===== src/rtl/instr_fetch.sv =====
// rtl/instr_fetch.sv - two-byte instruction fetch unit with a small output buffer
//
// Ports:
//   clk, reset          rising-edge clock, synchronous active-high reset
//   mem_rd_en/mem_addr  program memory read strobe and byte address
//   mem_rdata           read data, valid the cycle after mem_rd_en
//   branch_valid/target redirect from the execute stage
//   instr_valid/ready   handshake on the buffer head
//   instr_opcode/operand/pc  head instruction fields
//   program_counter_out next fetch address
//   halted              fetch stopped on a halt opcode
module instr_fetch #(
    parameter bit HALT_ON_ZERO = 1'b1,
    parameter int DEPTH        = 2
) (
    input  logic       clk,
    input  logic       reset,
    output logic       mem_rd_en,
    output logic [7:0] mem_addr,
    input  logic [7:0] mem_rdata,
    input  logic       branch_valid,
    input  logic [7:0] branch_target,
    output logic       instr_valid,
    input  logic       instr_ready,
    output logic [7:0] instr_opcode,
    output logic [7:0] instr_operand,
    output logic [7:0] instr_pc,
    output logic [7:0] program_counter_out,
    output logic       halted
);

    localparam int PTR_W = (DEPTH > 1) ? $clog2(DEPTH) : 1;
    localparam int CNT_W = $clog2(DEPTH + 1);
    localparam logic [CNT_W-1:0] DEPTH_C  = CNT_W'(DEPTH);
    localparam logic [PTR_W-1:0] LAST_PTR = PTR_W'(DEPTH - 1);

    typedef enum logic [1:0] {
        FETCH_OP,
        CAP_OP,
        CAP_ARG,
        HALT
    } state_t;

    state_t           state;
    state_t           state_next;
    logic [7:0]       pc;
    logic [7:0]       opcode_q;
    logic [7:0]       buf_pc  [DEPTH];
    logic [7:0]       buf_op  [DEPTH];
    logic [7:0]       buf_arg [DEPTH];
    logic [PTR_W-1:0] head;
    logic [PTR_W-1:0] tail;
    logic [CNT_W-1:0] count;
    logic             push;
    logic             pop;

    function automatic logic [PTR_W-1:0] ptr_inc(input logic [PTR_W-1:0] p);
        return (p == LAST_PTR) ? '0 : p + PTR_W'(1);
    endfunction

    // The memory has one cycle of read latency, so the opcode is captured
    // in CAP_OP and the operand arrives in CAP_ARG, where the push happens.
    always_comb begin
        state_next = state;
        mem_rd_en  = 1'b0;
        mem_addr   = pc;
        push       = 1'b0;
        case (state)
            FETCH_OP: begin
                if (count < DEPTH_C) begin
                    mem_rd_en  = 1'b1;
                    state_next = CAP_OP;
                end
            end
            CAP_OP: begin
                mem_rd_en  = 1'b1;
                mem_addr   = pc + 8'd1;
                state_next = CAP_ARG;
            end
            CAP_ARG: begin
                push       = 1'b1;
                state_next = (HALT_ON_ZERO && (opcode_q == 8'h00)) ? HALT : FETCH_OP;
            end
            HALT: begin
                state_next = HALT;
            end
        endcase
        // Keep the memory port quiet while reset is held.
        if (reset) begin
            mem_rd_en = 1'b0;
            mem_addr  = 8'h00;
            push      = 1'b0;
        end
    end

    assign pop = (count != '0) && instr_ready;

    always_ff @(posedge clk) begin
        if (reset) begin
            state    <= FETCH_OP;
            pc       <= 8'h00;
            opcode_q <= 8'h00;
            head     <= '0;
            tail     <= '0;
            count    <= '0;
            for (int i = 0; i < DEPTH; i++) begin
                buf_pc[i]  <= 8'h00;
                buf_op[i]  <= 8'h00;
                buf_arg[i] <= 8'h00;
            end
        end else if (branch_valid) begin
            // Redirect wins over push/pop; any byte still arriving is ignored
            // because the FSM restarts in FETCH_OP.
            state <= FETCH_OP;
            pc    <= branch_target;
            head  <= '0;
            tail  <= '0;
            count <= '0;
        end else begin
            state <= state_next;
            if (state == CAP_OP) begin
                opcode_q <= mem_rdata;
            end
            if (push) begin
                buf_pc[tail]  <= pc;
                buf_op[tail]  <= opcode_q;
                buf_arg[tail] <= mem_rdata;
                tail          <= ptr_inc(tail);
                pc            <= pc + 8'd2;
            end
            if (pop) begin
                head <= ptr_inc(head);
            end
            case ({push, pop})
                2'b10:   count <= count + CNT_W'(1);
                2'b01:   count <= count - CNT_W'(1);
                default: count <= count;
            endcase
        end
    end

    assign instr_valid         = (count != '0);
    assign instr_opcode        = buf_op[head];
    assign instr_operand       = buf_arg[head];
    assign instr_pc            = buf_pc[head];
    assign program_counter_out = pc;
    assign halted              = (state == HALT);

endmodule


===== config.mk =====
export PLATFORM = sky130hd
export DESIGN_NAME = instr_fetch
export DESIGN_NICKNAME = d
export VERILOG_FILES = /design/src/rtl/instr_fetch.sv
export SDC_FILE = /design/constraint.sdc
export NUM_CORES = 1
export LEC_CHECK = 0
export ABC_AREA = 1
export BUFFER_PORTS_ARGS = -buffer_cell sky130_fd_sc_hd__buf_2
export CORE_MARGIN = 3
export CORE_UTILIZATION = 45
export CTS_CLUSTER_DIAMETER = 120
export DETAILED_ROUTE_END_ITERATION = 6
export PLACE_DENSITY_LB_ADDON = 0.1
export SKIP_LAST_GASP = 1
export SLEW_MARGIN = 20
export SYNTH_ARGS = -nofsm -noshare
export SYNTH_HDL_FRONTEND = slang
export SYNTH_SLANG_ARGS = --single-unit

===== constraint.sdc =====
create_clock -name clk -period 2.7 [get_ports clk]
set_clock_uncertainty 0.15 [all_clocks]
set_input_delay 0.81 -clock clk [delete_from_list [all_inputs] [get_ports clk]]
set_output_delay 0.81 -clock clk [all_outputs]
set_load 0.05 [all_outputs]

==> results of run 1 <==
==> cell usage after synthesis <==
master and number:
nor2_2 8, o21ai_0 23, inv_2 3, inv_1 36, nand4_1 2, buf_2 3, nand3_1 8, xor2_1 1
dfxtp_1 23, or2_2 1, buf_6 2, o21ai_1 1, nor2_4 11, o211ai_1 1, nand3_4 1, nor3_1 3
a31oi_1 4, ha_1 3, clkbuf_1 4, mux2_2 24, buf_12 1, a211oi_1 2, nor2_1 46, buf_1 1
edfxtp_1 48, a21oi_1 23, or2_1 1, o21bai_1 1, buf_4 2, clkinv_1 1, nand2_1 32
==> final cells by class <==
| type | instances | area, um^2 |
|---|---|---|
| clock inverters | 7 | 48.8 |
| inverters | 40 | 150 |
| fillers | 635 | 2930 |
| multi-input cells | 196 | 1250 |
| clock buffers | 9 | 124 |
| flip-flops and latches | 71 | 1910 |
| repair buffers | 77 | 450 |
| well taps | 96 | 120 |
==> timing repair <==
| item | in CTS | in global routing |
|---|---|---|
| endpoints found under the setup margin | 7 | 4 |
| hold buffers | 0 | 0 |
| gates resized for setup | 9 | 9 |
==> sequential cells by signal (all words and copies together) (netlist names), named ones only <==
| name | count |
|---|---|
| buf_arg | 16 |
| buf_op | 16 |
| buf_pc | 16 |
| opcode_q | 8 |
| program_counter_out | 8 |
| count | 2 |
| state | 2 |
| head | 1 |
| tail | 1 |
==> cell families after synthesis <==
| group | count (synthesis) |
|---|---|
| simple gates | 113 |
| flops | 71 |
| compound gates | 55 |
| buf+inv | 53 |
| mux | 24 |
| fa+ha+maj | 3 |
| xor+xnor | 1 |
==> routing by layer <==
metal / global-route usage, % / routed length, um / vias up
li1: - / - / 1223
met1: 24.0 / 3240 / 1109
met2: 29.0 / 3300 / 61
met3: 4.18 / 312 / 11
met4: 5.57 / 104 / 0
met5: 0 / 0 / -
==> worst max-delay path, delay by kind of cell, from the launching register on <==
| family | cells | cell delay [ns] |
|---|---|---|
| AND/OR/NAND/NOR | 2 | 0.17 |
| adder cells (fa/ha/maj) | 1 | 0.21 |
| buffers and inverters | 2 | 0.32 |
| AO/OA/AOI/OAI | 2 | 0.21 |
| flip-flops | 1 | 0.38 |
==> through the flow <==
step / TNS [ns] / instance area [um^2] / utilization [%] / cells
floorplan: -0.474 / 3370 / - / 320
detailed placement: 0 / 3840 / 55.0 / 480
finish: 0 / 4060 / 58.1 / 496
global route: -0.00681 / 4060 / 58.1 / 496
CTS: 0 / 4040 / 57.8 / 496
global placement: 0 / 3840 / 55.0 / 480
==> worst paths after layout <==
check / slack, ns / endpoint / start
max: 0.10 / mem_addr[5] / program_counter_out[1]
min: 0.31 / head / head
max reg2reg: 0.89 / buf_pc[0][3] / state[1]
min reg2reg: 0.31 / head / head
==> power groups by stage <==
stage	registers, mW	logic, mW	clock network [mW]
global route	1.22	0.344	0.810
floorplan	1.27	0.198	0
finish	1.22	0.317	0.747
global placement	1.24	0.312	0
detailed placement	1.24	0.313	0
CTS	1.22	0.318	0.762
==> summary.md, run 1 <==
| Metric | Value |
|---|---|
| Initial Utilization | `47.5%` |
| Antenna Nets Post-Route | `0` |
| Hold Fails Final Rpt | `0` |
| H-tree depth | `3` |
| Die Span Y | `91.8 um` |
| Drt total wl | `6.96 mm` |
| Comb power frac | `13.9%` |
| Root buf cell | `clkbuf_8` |
| Area contributors post-synth | `edfxtp_1 (43%), dfxtp_1 (14%), mux2_2 (8.2%)` |
| First-pass GRT wire length | `11.9 mm` |
| Reg2Reg Depth | `7` |
| Pint | `1.62 mW` |
| Clock transition at the registers of the reported paths | `0.08 ns` |
| Final #Nets | `around 420` |
| MaxCap Viol Count | `0` |
| DR DRC count | `0` |
| DIE AREA | `8430 um^2` |
| Ys Warns | `0` |
| WL/cell | `roughly 14 um` |
| Pre-CTS setup slack | `between 0.07 and 0.08 ns` |
| Min Tclk post-route | `2.60 ns` |
| Clock tree sinks | `71` |
| Detailed Route Iter0 Violations | `92` |
| Sequential share of the synthesized area | `57.4%` |
| IO buf count | `62` |
| Layout cells sized above 1 | `roughly 40%` |
| Area delta synth->final | `22.3%` |
| Period utilization | `96.1%` |
| Maximum vdd drop | `0.271 mV` |
| Detailed placement HPWL | `4.92 mm` |
| Pwr dens | `563 nW/um^2` |
| Final setup fails | `0` |
| Synth cell types | `31` |
| Setup Crit Path Kind | `register to output pin` |
| Yosys top cell by area | `edfxtp_1` |
| Syn Area/Cell | `10.4 um^2` |
| Router iterations before antenna repair | `4` |
| Cells after Synth | `320` |
| Rel. slew slack | `approximately 66%` |
| Worst hold margin | `0.308 ns` |
| Vias post-DR | `2,404` |
| Power, Total | `2.28 mW` |
| Cells along the critical path | `ha_2 > nand3_2 > nand2_1 > o21ai_0 > buf_4 > a21oi_4 > buf_6` |
| Leakage | `1.65 nW` |
| Max Clk Rate | `about 0.39 GHz` |
| Number of inserted diodes | `0` |
| Compound-cell area share of the yosys netlist | `8.76%` |
| Vias in the first global route | `2,417` |
| Sequential power share | `53.4%` |
| Synth top area share | `43.5%` |
| Worst hold path class | `register to register` |
| Net Sw Frac | `29.0%` |
| Crit end category | `output pin` |
| CTS tree | `built` |
| Initial antenna violation count | `0` |
| Die W | `between 90 and 100 um` |
| Clock group share of total power | `about a third` |
| GRT Util Overall | `18.0%` |
| WP data arrival | `1.64 ns` |
| Post-Synth XOR/XNOR Area | `0.264%` |
| Synth Register Bits | `71` |
| Post-Synth Adder-Cell Area | `1.13%` |
| Total core area | `6980 um^2` |
| Post-CTS Setup Bufs | `0` |
| CTS Buf Count | `9` |
| Most frequent cells in the layout | `buf_2 (59), edfxtp_1 (48), nor2_1 (44)` |
| Critical path's slowest cell | `dfxtp_4` |
| Gr ovfl total | `0` |
| Crit-path max FO | `6` |
| Mux cell area share after synthesis | `8.15%` |
| Commonest non-fill, non-tap cell in the layout | `buf_2` |
| CP peak stage delay | `0.38 ns` |
| Status | `completed` |
| Worst-Skew Late Latency | `0.34 ns` |
| Fin worst setup slack | `0.104 ns` |
| Syn Nets | `343` |
| Count of standard-cell rows | `30` |
| Hold path cells | `1` |
| Largest net degree at the start of global routing | `26` |
| Cell Area, Synth | `about 3300 um^2` |
| Synth Area in Simple Gates | `17.0%` |
| # IOs | `63` |
| Required @ worst endpoint | `1.74 ns` |
| Slew @ Worst Pin | `0.511 ns` |
| Clk buf depth | `2` |
| Vias per Instance | `a little under 5` |
| Pins over their slew limit | `0` |
| GPL Wtd Cong | `0.881` |
| Setup crit start kind | `register` |
| RSZ-0062 raised after global routing | `yes` |
| Largest family of logic cells by synthesized area | `simple AND/OR/NAND/NOR gates` |
| Net Switching | `0.662 mW` |
(Power assumes the default switching activity.)
==> run 2: changes to the inputs <==
==> constraint.sdc (replaced) <==
create_clock -name clk -period 2.7 [get_ports clk]
set_clock_uncertainty 0.15 [all_clocks]
set_input_delay 0.81 -clock clk [delete_from_list [all_inputs] [get_ports clk]]
set_output_delay 0.81 -clock clk [all_outputs]
set_load 0.02 [all_outputs]
==> summary.md, run 2 (synthesis results as in run 1) <==
| Metric | Value |
|---|---|
| Router iterations before antenna repair | `4` |
| Worst hold path class | `register to register` |
| CTS Buf Count | `9` |
| GPL Wtd Cong | `0.920` |
| CTS tree | `built` |
| Setup Crit Path Kind | `register to output pin` |
| # IOs | `63` |
| Initial Utilization | `47.5%` |
| Total core area | `about 7000 um^2` |
| Largest net degree at the start of global routing | `25` |
| Max Clk Rate | `0.385 GHz` |
| Vias per Instance | `around 4.9` |
| H-tree depth | `3` |
| Required @ worst endpoint | `1.74 ns` |
| Crit end category | `output pin` |
| Vias post-DR | `2,429` |
| Largest regs | `buf_arg: 16 flops, buf_op: 16 flops, buf_pc: 16 flops` |
| Slew @ Worst Pin | `0.345 ns` |
| Antenna Nets Post-Route | `0` |
| Status | `completed` |
| Final setup fails | `0` |
| WP data arrival | `around 1.6 ns` |
| DR DRC count | `0` |
| Clk buf depth | `2` |
| Post-CTS Setup Bufs | `0` |
| MaxCap Viol Count | `0` |
| Die Span Y | `just over 90 um` |
| Cts hold-fix bufs | `0` |
| Initial antenna violation count | `0` |
| Leakage | `between 1.5 and 2 nW` |
| Maximum vdd drop | `0.258 mV` |
| Drt total wl | `7.08 mm` |
| Rel. slew slack | `76.9%` |
| Root buf cell | `clkbuf_8` |
| Setup crit start kind | `register` |
| Clock tree sinks | `about 70` |
| Fin worst setup slack | `0.105 ns` |
| First-pass GRT wire length | `11.6 mm` |
| Count of standard-cell rows | `30` |
| Die W | `91.8 um` |
| Pins over their slew limit | `0` |
| Setup TNS | `0 ns` |
| Crit-path max FO | `6` |
| Pwr dens | `553 nW/um^2` |
| Period utilization | `96.1%` |
| Detailed Route Iter0 Violations | `just over 100` |
| Area delta synth->final | `19.9%` |
| Commonest non-fill, non-tap cell in the layout | `buf_2` |
| GRT Util Overall | `approximately 17%` |
| Hold Fails Final Rpt | `0` |
| Detailed placement HPWL | `4.94 mm` |
| DIE AREA | `8430 um^2` |
| R2R setup slack | `0.91 ns` |
| WL/cell | `14.3 um` |
| Final #Nets | `416` |
| Gr ovfl total | `0` |
| Clock transition at the registers of the reported paths | `0.07 ns` |
| Worst-Skew Late Latency | `around 0.33 ns` |
| IO buf count | `62` |
| Most frequent cells in the layout | `buf_2 (61), edfxtp_1 (48), nor2_1 (44)` |
| FILL cells | `650` |
| Layout cells sized above 1 | `36.9%` |
| Pre-CTS setup slack | `~0.17 ns` |
| RSZ-0062 raised after global routing | `yes` |
| Min Tclk post-route | `between 2 and 3 ns` |
| Vias in the first global route | `2,405` |
| Number of inserted diodes | `0` |
==> run 2: stage by stage <==
| stage | hold WS (ns) | power [mW] | instances | area, um^2 | utilization, % |
|---|---|---|---|---|---|
| 5_1_grt | 0.343 | 2.29 | 494 | 3970 | 56.9 |
| 3_3_place_gp | 0.287 | 1.48 | 478 | 3780 | 54.1 |
| 4_1_cts | 0.306 | 2.21 | 494 | 3950 | 56.6 |
| 2_1_floorplan | 0.275 | 1.39 | 320 | 3320 | - |
| 6_report | 0.306 | 2.20 | 494 | 3970 | 56.9 |
| 3_5_place_dp | 0.293 | 1.48 | 478 | 3780 | 54.1 |
==> run 2: power breakdown <==
| group | internal (mW) | total, mW | switching, mW |
|---|---|---|---|
| logic | 0.0836 | 0.241 | 0.157 |
| registers | 1.20 | 1.22 | 0.0211 |
| clock network | 0.355 | 0.736 | 0.381 |
==> run 2: layout make-up <==
| cell class | instances | area, um^2 | area share, % |
|---|---|---|---|
| tap | 96 | 120 | 3.02 |
| sequential | 71 | 1910 | 48.0 |
| inverter | 40 | 150 | 3.78 |
| multi-input combinational | 196 | 1190 | 30.0 |
| clock inverter | 4 | 22.5 | 0.567 |
| clock buffer | 12 | 145 | 3.65 |
| timing repair buffer | 75 | 435 | 11.0 |
==> run 2: worst max-delay path, cell delays in order (launching register included) <==
cell and delay [ns]:
dfxtp_4 0.38, ha_2 0.23, nand3_2 0.11, nor2_1 0.13
nand2_1 0.05, nand2_1 0.09, nand3_1 0.09, o21ai_2 0.07
buf_4 0.15
==> run 2: metal layers <==
metal / share of wire (%) / wire [um] / global-route usage, %
met1: 45 / 3180 / 22.8
met2: 48 / 3430 / 28.8
met4: 1.6 / 113 / 6.56
met5: 0 / 0 / 0
met3: 5.1 / 361 / 3.04
==> run 2: path summary, 6_finish.rpt <==
kind,start,to,depth (start not counted)
setup / recovery,program_counter_out[1],mem_addr[7],8
hold / removal,head,head,1
setup reg to reg,state[0],buf_pc[0][6],7
hold reg to reg,head,head,1
==> run 2: what timing repair did <==
action                     4_1_cts  5_1_grt
setup endpoints to repair        1        6
pin swaps                        0        1
resized for setup                2        8
gates cloned                     0        0
==> run 3: changes to the inputs <==
==> constraint.sdc (replaced) <==
create_clock -name clk -period 2.8 [get_ports clk]
set_clock_uncertainty 0.15 [all_clocks]
set_input_delay 0.84 -clock clk [delete_from_list [all_inputs] [get_ports clk]]
set_output_delay 0.84 -clock clk [all_outputs]
set_load 0.02 [all_outputs]
==> summary.md, run 3 (synthesis results as in run 1) <==
| Metric | Value |
|---|---|
| CP peak stage delay | `roughly 0.35 ns` |
| Min Tclk post-route | `2.63 ns` |
| CTS Buf Count | `9` |
| FILL cells | `668` |
| Most frequent cells in the layout | `buf_2 (62), edfxtp_1 (48), nor2_1 (44)` |
| Root buf cell | `clkbuf_8` |
| Router iterations before antenna repair | `4` |
| Largest regs | `buf_arg: 16 flops, buf_op: 16 flops, buf_pc: 16 flops` |
| Leakage | `approximately 1.6 nW` |
| Post-CTS sizing | `0` |
| Vias post-DR | `2,476` |
| Required @ worst endpoint | `1.81 ns` |
| Storage cell area | `1900 um^2` |
| Clock transition at the registers of the reported paths | `roughly 0.070 ns` |
| WL/cell | `14.6 um` |
| Worst hold path class | `register to register` |
| GRT Util Overall | `18.5%` |
| Largest net degree at the start of global routing | `25` |
| Detailed Route Iter0 Violations | `123` |
| Rel. slew slack | `62.9%` |
| DIE AREA | `8430 um^2` |
| Cells along the critical path | `buf_4 > ha_1 > inv_1 > nor2_2 > nand2_1 > o21ai_0 > a21oi_1 > buf_2` |
| Hold Fails Final Rpt | `0` |
| Pins over their slew limit | `0` |
| Slew @ Worst Pin | `0.556 ns` |
| Count of standard-cell rows | `30` |
| Initial Utilization | `47.5%` |
| Clock tree sinks | `71` |
| IO buf count | `62` |
| GPL Wtd Cong | `0.905` |
| Gr ovfl total | `0` |
| Worst hold margin | `roughly 0.3 ns` |
| Vias in the first global route | `2,494` |
| Die Span Y | `91.8 um` |
| First-pass GRT wire length | `about 12 mm` |
| Multi-input logic area | `~1200 um^2` |
| Pwr dens | `547 nW/um^2` |
| Crit end category | `output pin` |
| Critical path's slowest cell | `dfxtp_1` |
| Detailed placement HPWL | `5.14 mm` |
| CTS tree | `built` |
| Crit-path max FO | `5` |
| Pint | `1.64 mW` |
| Initial antenna violation count | `0` |
| DR DRC count | `0` |
| Final setup fails | `0` |
| Area delta synth->final | `19.3%` |
| Number of inserted diodes | `0` |
| Final #Nets | `between 400 and 500` |
| Clk buf depth | `2` |
| Vias per Instance | `5.02` |
| Antenna Nets Post-Route | `0` |
| Setup crit start kind | `register` |
| Setup TNS | `0 ns` |
| Die W | `91.8 um` |
| Period utilization | `a little over nine tenths` |
| Setup Crit Path Kind | `register to output pin` |
| Comb power frac | `10.6%` |
| Total core area | `6980 um^2` |
| Power, Total | `2.16 mW` |
| # IOs | `63` |
| Pre-CTS setup slack | `0.204 ns` |
| H-tree depth | `3` |
| Clock group share of total power | `35.0%` |
| Fin worst setup slack | `0.167 ns` |
| Drt total wl | `7.21 mm` |
| Net Sw Frac | `24.2%` |
| Status | `completed` |
| Fin area | `3960 um^2` |
| Post-CTS Setup Bufs | `0` |
| Net Switching | `between 0.5 and 0.6 mW` |
| MaxCap Viol Count | `0` |
| Max Clk Rate | `0.380 GHz` |
| Maximum vdd drop | `0.256 mV` |
| Layout cells sized above 1 | `between 30% and 40%` |
| WP data arrival | `1.64 ns` |
| Worst-Skew Late Latency | `0.33 ns` |
| Sequential power share | `54.3%` |
| Placed cell area | `3770 um^2` |
| RSZ-0062 raised after global routing | `no` |
| Commonest non-fill, non-tap cell in the layout | `buf_2` |
| Cts hold-fix bufs | `0` |
==> run 3: worst paths after layout <==
path                                        startpoint      endpoint  slack, ns  depth (start not counted)
worst max-delay path            program_counter_out[1]   mem_addr[6]       0.17                          8
worst min-delay path                              head          head       0.30                          1
worst max register to register                state[0]  buf_pc[0][1]       1.01                          7
worst min register to register                    head          head       0.30                          1
==> run 3: final cells by class <==
cell class	instances	share of cell area, %
tap	96	3.04
sequential	71	48.1
timing repair buffer	75	10.6
clock buffer	11	3.32
inverter	40	3.80
multi-input combinational	196	29.9
clock inverter	4	1.20
==> run 3: power groups by stage <==
stage | clock (mW) | combinational, mW | sequential, mW
after detailed placement | 0 | 0.230 | 1.20
final | 0.757 | 0.230 | 1.18
after CTS | 0.781 | 0.232 | 1.17
after global placement | 0 | 0.228 | 1.20
after global routing | 0.824 | 0.254 | 1.18
after floorplan | 0 | 0.135 | 1.20
==> run 3: stage by stage <==
stage	utilization, %	cells
final	56.6	493
after global routing	56.6	493
after CTS	56.5	493
after detailed placement	53.9	478
after global placement	53.9	478
after floorplan	-	320
==> run 3: routing by layer <==
layer  GRT usage (%)  routed length (um)  up-vias
li1                -                   -     1223
met1            22.8                3170     1176
met2            31.0                3630       71
met3            4.51                 352        6
met4            7.92                  65        0
met5               0                   0        -
==> run 3: worst max-delay path, delay by kind of cell (launching register included) <==
family | cells | cell delay (ns)
adder cells (fa/ha/maj) | 1 | 0.13
AO/OA/AOI/OAI | 2 | 0.21
buffers and inverters | 3 | 0.34
AND/OR/NAND/NOR | 2 | 0.27
flip-flops | 1 | 0.35
